==> src/rtl/uart_prog_loader.sv <==
// Serial program loader: receives 8N1 UART bytes on rxd, writes them to RAM from
// LOAD_ADDR upward and holds the 6502 in reset until the line has gone quiet.
module uart_prog_loader #(
    parameter int          CLK_HZ    = 12000000,
    parameter int          BAUD      = 115200,
    parameter logic [15:0] LOAD_ADDR = 16'h0600,
    parameter int          IDLE_BITS = 32
) (
    input  logic        clk,
    input  logic        reset,
    input  logic        rxd,
    output logic [15:0] mem_addr,
    output logic [7:0]  mem_wdata,
    output logic        mem_we,
    output logic        cpu_reset,
    output logic        loading,
    output logic [15:0] byte_count,
    output logic        frame_err,
    output logic [1:0]  rx_state_o,
    output logic [1:0]  ld_state_o
);
    localparam int          CLKS_PER_BIT = CLK_HZ / BAUD;
    localparam logic [15:0] BIT_M1       = 16'(CLKS_PER_BIT - 1);
    localparam logic [15:0] HALF_M1      = 16'(CLKS_PER_BIT / 2 - 1);
    localparam logic [31:0] IDLE_M1      = 32'(IDLE_BITS * CLKS_PER_BIT - 1);

    typedef enum logic [1:0] {R_IDLE, R_START, R_DATA, R_STOP} rx_state_t;
    typedef enum logic [1:0] {L_IDLE, L_LOAD, L_RUN} ld_state_t;

    logic [1:0]  sync_q;
    logic        rxs;
    rx_state_t   rx_state_q, rx_state_d;
    logic [15:0] rx_cnt_q, rx_cnt_d;
    logic [2:0]  rx_bit_q, rx_bit_d;
    logic [7:0]  rx_shift_q, rx_shift_d;
    logic        rx_valid_q, rx_valid_d;
    logic        frame_err_q, frame_err_d;

    ld_state_t   ld_state_q, ld_state_d;
    logic [31:0] idle_cnt_q, idle_cnt_d;
    logic [15:0] mem_addr_q, mem_addr_d;
    logic [7:0]  mem_wdata_q, mem_wdata_d;
    logic        mem_we_q, mem_we_d;
    logic [15:0] byte_count_q, byte_count_d;
    logic [15:0] base_count;

    assign rxs = sync_q[1];

    always_ff @(posedge clk) begin
        if (reset) begin
            sync_q       <= 2'b11;
            rx_state_q   <= R_IDLE;
            rx_cnt_q     <= '0;
            rx_bit_q     <= '0;
            rx_shift_q   <= '0;
            rx_valid_q   <= 1'b0;
            frame_err_q  <= 1'b0;
            ld_state_q   <= L_IDLE;
            idle_cnt_q   <= '0;
            mem_addr_q   <= LOAD_ADDR;
            mem_wdata_q  <= '0;
            mem_we_q     <= 1'b0;
            byte_count_q <= '0;
        end else begin
            sync_q       <= {sync_q[0], rxd};
            rx_state_q   <= rx_state_d;
            rx_cnt_q     <= rx_cnt_d;
            rx_bit_q     <= rx_bit_d;
            rx_shift_q   <= rx_shift_d;
            rx_valid_q   <= rx_valid_d;
            frame_err_q  <= frame_err_d;
            ld_state_q   <= ld_state_d;
            idle_cnt_q   <= idle_cnt_d;
            mem_addr_q   <= mem_addr_d;
            mem_wdata_q  <= mem_wdata_d;
            mem_we_q     <= mem_we_d;
            byte_count_q <= byte_count_d;
        end
    end

    always_comb begin
        rx_state_d  = rx_state_q;
        rx_cnt_d    = rx_cnt_q;
        rx_bit_d    = rx_bit_q;
        rx_shift_d  = rx_shift_q;
        rx_valid_d  = 1'b0;
        frame_err_d = 1'b0;
        case (rx_state_q)
            R_IDLE: begin
                rx_cnt_d = '0;
                if (!rxs) rx_state_d = R_START;
            end
            R_START: begin
                if (rx_cnt_q == HALF_M1) begin
                    rx_cnt_d   = '0;
                    rx_bit_d   = '0;
                    rx_state_d = rxs ? R_IDLE : R_DATA;
                end else begin
                    rx_cnt_d = rx_cnt_q + 16'd1;
                end
            end
            R_DATA: begin
                if (rx_cnt_q == BIT_M1) begin
                    rx_cnt_d   = '0;
                    rx_shift_d = {rxs, rx_shift_q[7:1]};
                    rx_bit_d   = rx_bit_q + 3'd1;
                    if (rx_bit_q == 3'd7) rx_state_d = R_STOP;
                end else begin
                    rx_cnt_d = rx_cnt_q + 16'd1;
                end
            end
            R_STOP: begin
                if (rx_cnt_q == BIT_M1) begin
                    rx_cnt_d    = '0;
                    rx_state_d  = R_IDLE;
                    rx_valid_d  = rxs;
                    frame_err_d = !rxs;
                end else begin
                    rx_cnt_d = rx_cnt_q + 16'd1;
                end
            end
            default: rx_state_d = R_IDLE;
        endcase
    end

    // A byte arriving outside L_LOAD starts a new session, so it counts from zero.
    assign base_count = (ld_state_q == L_LOAD) ? byte_count_q : 16'd0;

    always_comb begin
        ld_state_d   = ld_state_q;
        idle_cnt_d   = idle_cnt_q;
        mem_addr_d   = mem_addr_q;
        mem_wdata_d  = mem_wdata_q;
        mem_we_d     = 1'b0;
        byte_count_d = byte_count_q;
        if (rx_valid_q) begin
            mem_we_d     = 1'b1;
            mem_wdata_d  = rx_shift_q;
            mem_addr_d   = LOAD_ADDR + base_count;
            byte_count_d = base_count + 16'd1;
            idle_cnt_d   = '0;
            ld_state_d   = L_LOAD;
        end else if (ld_state_q == L_LOAD && rx_state_q == R_IDLE) begin
            if (idle_cnt_q == IDLE_M1) begin
                idle_cnt_d = '0;
                ld_state_d = L_RUN;
            end else begin
                idle_cnt_d = idle_cnt_q + 32'd1;
            end
        end
    end

    assign mem_addr   = mem_addr_q;
    assign mem_wdata  = mem_wdata_q;
    assign mem_we     = mem_we_q;
    assign byte_count = byte_count_q;
    assign frame_err  = frame_err_q;
    assign cpu_reset  = (ld_state_q != L_RUN);
    assign loading    = (ld_state_q == L_LOAD);
    assign rx_state_o = rx_state_q;
    assign ld_state_o = ld_state_q;
endmodule
==> config.mk <==
export PLATFORM = sky130hd
export DESIGN_NAME = uart_prog_loader
export DESIGN_NICKNAME = d
export VERILOG_FILES = /design/src/rtl/uart_prog_loader.sv
export SDC_FILE = /design/constraint.sdc
export NUM_CORES = 1
export LEC_CHECK = 0
export BUFFER_PORTS_ARGS = -buffer_cell sky130_fd_sc_hd__buf_2
export CAP_MARGIN = 0
export CORE_MARGIN = 5
export CORE_UTILIZATION = 53
export CTS_CLUSTER_DIAMETER = 120
export CTS_CLUSTER_SIZE = 14
export DETAILED_ROUTE_END_ITERATION = 10
export GPL_ROUTABILITY_DRIVEN = 1
export HOLD_SLACK_MARGIN = 0.12
export PLACE_DENSITY = 0.76
export SLEW_MARGIN = 20
export SYNTH_ARGS = -nofsm -noshare
export SYNTH_HDL_FRONTEND = slang
export SYNTH_SLANG_ARGS = --single-unit
==> constraint.sdc <==
create_clock -name clk -period 2.35 [get_ports clk]
set_input_delay 0.47 -clock clk [delete_from_list [all_inputs] [get_ports clk]]
set_output_delay 0.47 -clock clk [all_outputs]
set_load 0.01 [all_outputs]
==> results_dict.tcl <==
set metrics [dict create \
    cts_setup_buffers 0 \
    synth-seq-cells 108 \
    vias_per_cell 6.01 \
    clock_skew_ns 0.0122 \
    crit_type "reg -> reg" \
    cts_buffers 9 \
    pin_count 51 \
    critPathTopFamily "simple AND/OR/NAND/NOR gates" \
    outcome "finished clean" \
    use_met1_pct 26.8 \
    pwr-share-clk_pct 36.0 \
    worstMarginPinSlew_ns 0.645 \
    rows 35 \
    cp-start-kind "flop" \
    port_buffers 50 \
    final_util_pct 61.5 \
    power.leakage_nw 1.97 \
    synthCells 573 \
    grt_pass1_vias 4215 \
    arrival_ns 2.50 \
    grt.total_usage_pct 20.5 \
    antennaDiodeCount 0 \
    rsz0062_at_grt "no" \
    grt_use_met3_pct 4.31 \
    h-tree-depth 3 \
    root_buffer "clkbuf_8" \
    peakVddDrop_uv 321 \
    design.die.area_sq_um 11300 \
    drtPass1Iterations 5 \
    antenna_found_initial 0 \
    vias 4480 \
    combPwrFrac_pct 1.8 \
    p_switching_w 0.000708 \
    synth_seq_area_share_pct 44.1 \
    final_common_cell "dfxtp_1" \
    seq_power_share_pct 62.2 \
    hold_violations 0 \
    maxCapViolCount 0 \
    drive_gt1_share_pct 16.4 \
    gr-usage-met2_pct 34.5 \
    layout_common_cells "dfxtp_1, buf_2, nor2_1" \
    grt_pass1_wl_um 19500 \
    antenna_left 0 \
    crit_fanout 11 \
    synth_cell_types 51 \
    fin_ws_ns 0.132 \
    synth_warnings 0 \
    busiest_layer "met2" \
    cts_tree "built" \
    nNetsFinal 641 \
    dpl_worst_slack_ns -0.0140 \
    clock_latency_ns 0.38 \
    routed_wl_um 11400 \
    swShare_pct 24.0 \
    async_flop_share_pct 0 \
    die_h_um 106 \
    hpwlAfterDp_um 8020 \
    numClockSinks 108 \
    hp-class "in -> reg" \
    drt_iter0_drc 262 \
    syn_area_per_cell_sq_um 8.55 \
    critPathRequiredTime_ns 2.63 \
    syn_nets 583 \
    slew_violations 0 \
    slowest_stage "or4_4" \
    power_density_nw_per_um2 526 \
    power_w 0.00295 \
    internal_power_w 0.00224 \
    start_util_pct 53.8 \
    synthFlopType "dfxtp_1" \
    overflow 0 \
    wire_per_inst_um 15.3 \
    cpPeakStageDelay_ns 0.61 \
    period_minus_slack_ns 2.22 \
    grt_start_max_net_pins 41 \
    period_share_pct 94.4 \
    crit_chain "or4b_4 -> or4_4 -> or4_1 -> o211a_1" \
    clk_path_buf_depth 2 \
    die_w_um 106 \
    netlist_area_sq_um 4900 \
    post-route-drc-count 0 \
    area_growth_pct 14.3 \
    fmax_mhz 451 \
    setup_viol_count_final 0 \
    endpoint_kind "flop" \
    max_slew_margin_pct 56.6 \
    fp.coreArea_sq_um 9110 \
    crit_buf_inv 0 \
    gp_congestion 0.857 \
    synth_edf_count 0 \
    clk_pin_slew_ns 0.11 \
]
==> worst reg2reg max path: cells and delay by family (launching register included) <==
kind | cells | cell delay (ns)
AO/OA/AOI/OAI | 1 | 0.14
AND/OR/NAND/NOR | 3 | 1.65
flip-flops | 1 | 0.34
==> layer usage <==
| metal | vias to the layer above | routed length [um] |
|---|---|---|
| met4 | 0 | 136 |
| met1 | 2109 | 5290 |
| met5 | - | 0 |
| met2 | 116 | 5450 |
| met3 | 13 | 547 |
| li1 | 2242 | - |
==> through the flow <==
stage | area (sq um) | cells | TNS (ns) | hold WS, ns
after global placement | 5380 | 731 | 0 | 0.392
final | 5600 | 746 | 0 | 0.262
after floorplan | 4910 | 573 | 0 | 0.389
after detailed placement | 5380 | 731 | -0.0140 | 0.396
after global routing | 5600 | 746 | 0 | 0.265
after CTS | 5560 | 746 | 0 | 0.261
==> layout make-up <==
type,instances,area (sq um)
inverters,14,52.6
clock inverters,6,50.0
fillers,807,3510
flip-flops and latches,108,2160
multi-input cells,420,2600
well taps,111,139
repair buffers,78,472
clock buffers,9,124
==> Yosys cell counts (10+ instances only) <==
| master | count | share of area, % |
|---|---|---|
| dfxtp_1 | 108 | 44 |
| nor2_1 | 47 | 3.6 |
| nand2_1 | 46 | 3.5 |
| a21oi_1 | 38 | 3.9 |
| o21ai_0 | 36 | 3.7 |
| nand3_1 | 33 | 3.4 |
| clkbuf_1 | 22 | 1.7 |
| or4_1 | 18 | 2.8 |
| nor3_1 | 17 | 1.7 |
| nor4_1 | 17 | 2.2 |
| xnor2_1 | 17 | 3.0 |
| inv_1 | 14 | 1.1 |
| nand4_1 | 14 | 1.8 |
| mux2i_1 | 12 | 2.5 |
| o31ai_1 | 11 | 1.7 |
| or3_1 | 11 | 1.4 |
| a31oi_1 | 10 | 1.3 |
| xor2_1 | 10 | 1.8 |
==> repair_timing <==
| action | CTS | global route |
|---|---|---|
| pin swaps | 0 | 1 |
| resized for setup | 1 | 9 |
| hold endpoints to repair | 0 | 0 |
| setup endpoints to repair | 2 | 27 |
| hold buffers | 0 | 0 |
| gates cloned | 0 | 0 |
==> logic make-up after synthesis <==
family,count (synthesis),synth area share (%)
and+or+nand+nor,243,26.5
AOI/OAI and AO/OA,131,16.7
DFF,108,44.1
buffers and inverters,45,3.60
xor gates and xnor gates,27,4.83
muxes,12,2.45
adders and majority gates,7,1.79
==> power groups by stage <==
stage / clock network, W / registers (W) / logic (W)
after floorplan: 0 / 0.00188 / 0.0000310
after global placement: 0 / 0.00188 / 0.0000497
after detailed placement: 0 / 0.00188 / 0.0000512
after CTS: 0.00107 / 0.00183 / 0.0000514
after global routing: 0.00115 / 0.00184 / 0.0000593
final: 0.00106 / 0.00183 / 0.0000536
==> state kept, by name, indices dropped and copies added (netlist names), named ones only <==
signal,flops
idle_cnt_q,32
rx_valid_q,1
mem_wdata,8
rx_bit_q,3
rx_shift_q,8
rx_cnt_q,16
rx_state_o,1
ld_state_o,2
sync_q,2
byte_count,16
mem_addr,16
mem_we,1
frame_err,1
==> final timing paths <==
kind,start,slack [ns],cells after the start,endpoint
setup / recovery,ld_state_o[1],0.13,4,idle_cnt_q[31]
hold / removal,rxd,0.26,2,sync_q[0]
setup reg to reg,ld_state_o[1],0.13,4,idle_cnt_q[31]
hold reg to reg,sync_q[0],0.42,1,sync_q[1]
(Power assumes the default switching activity.)
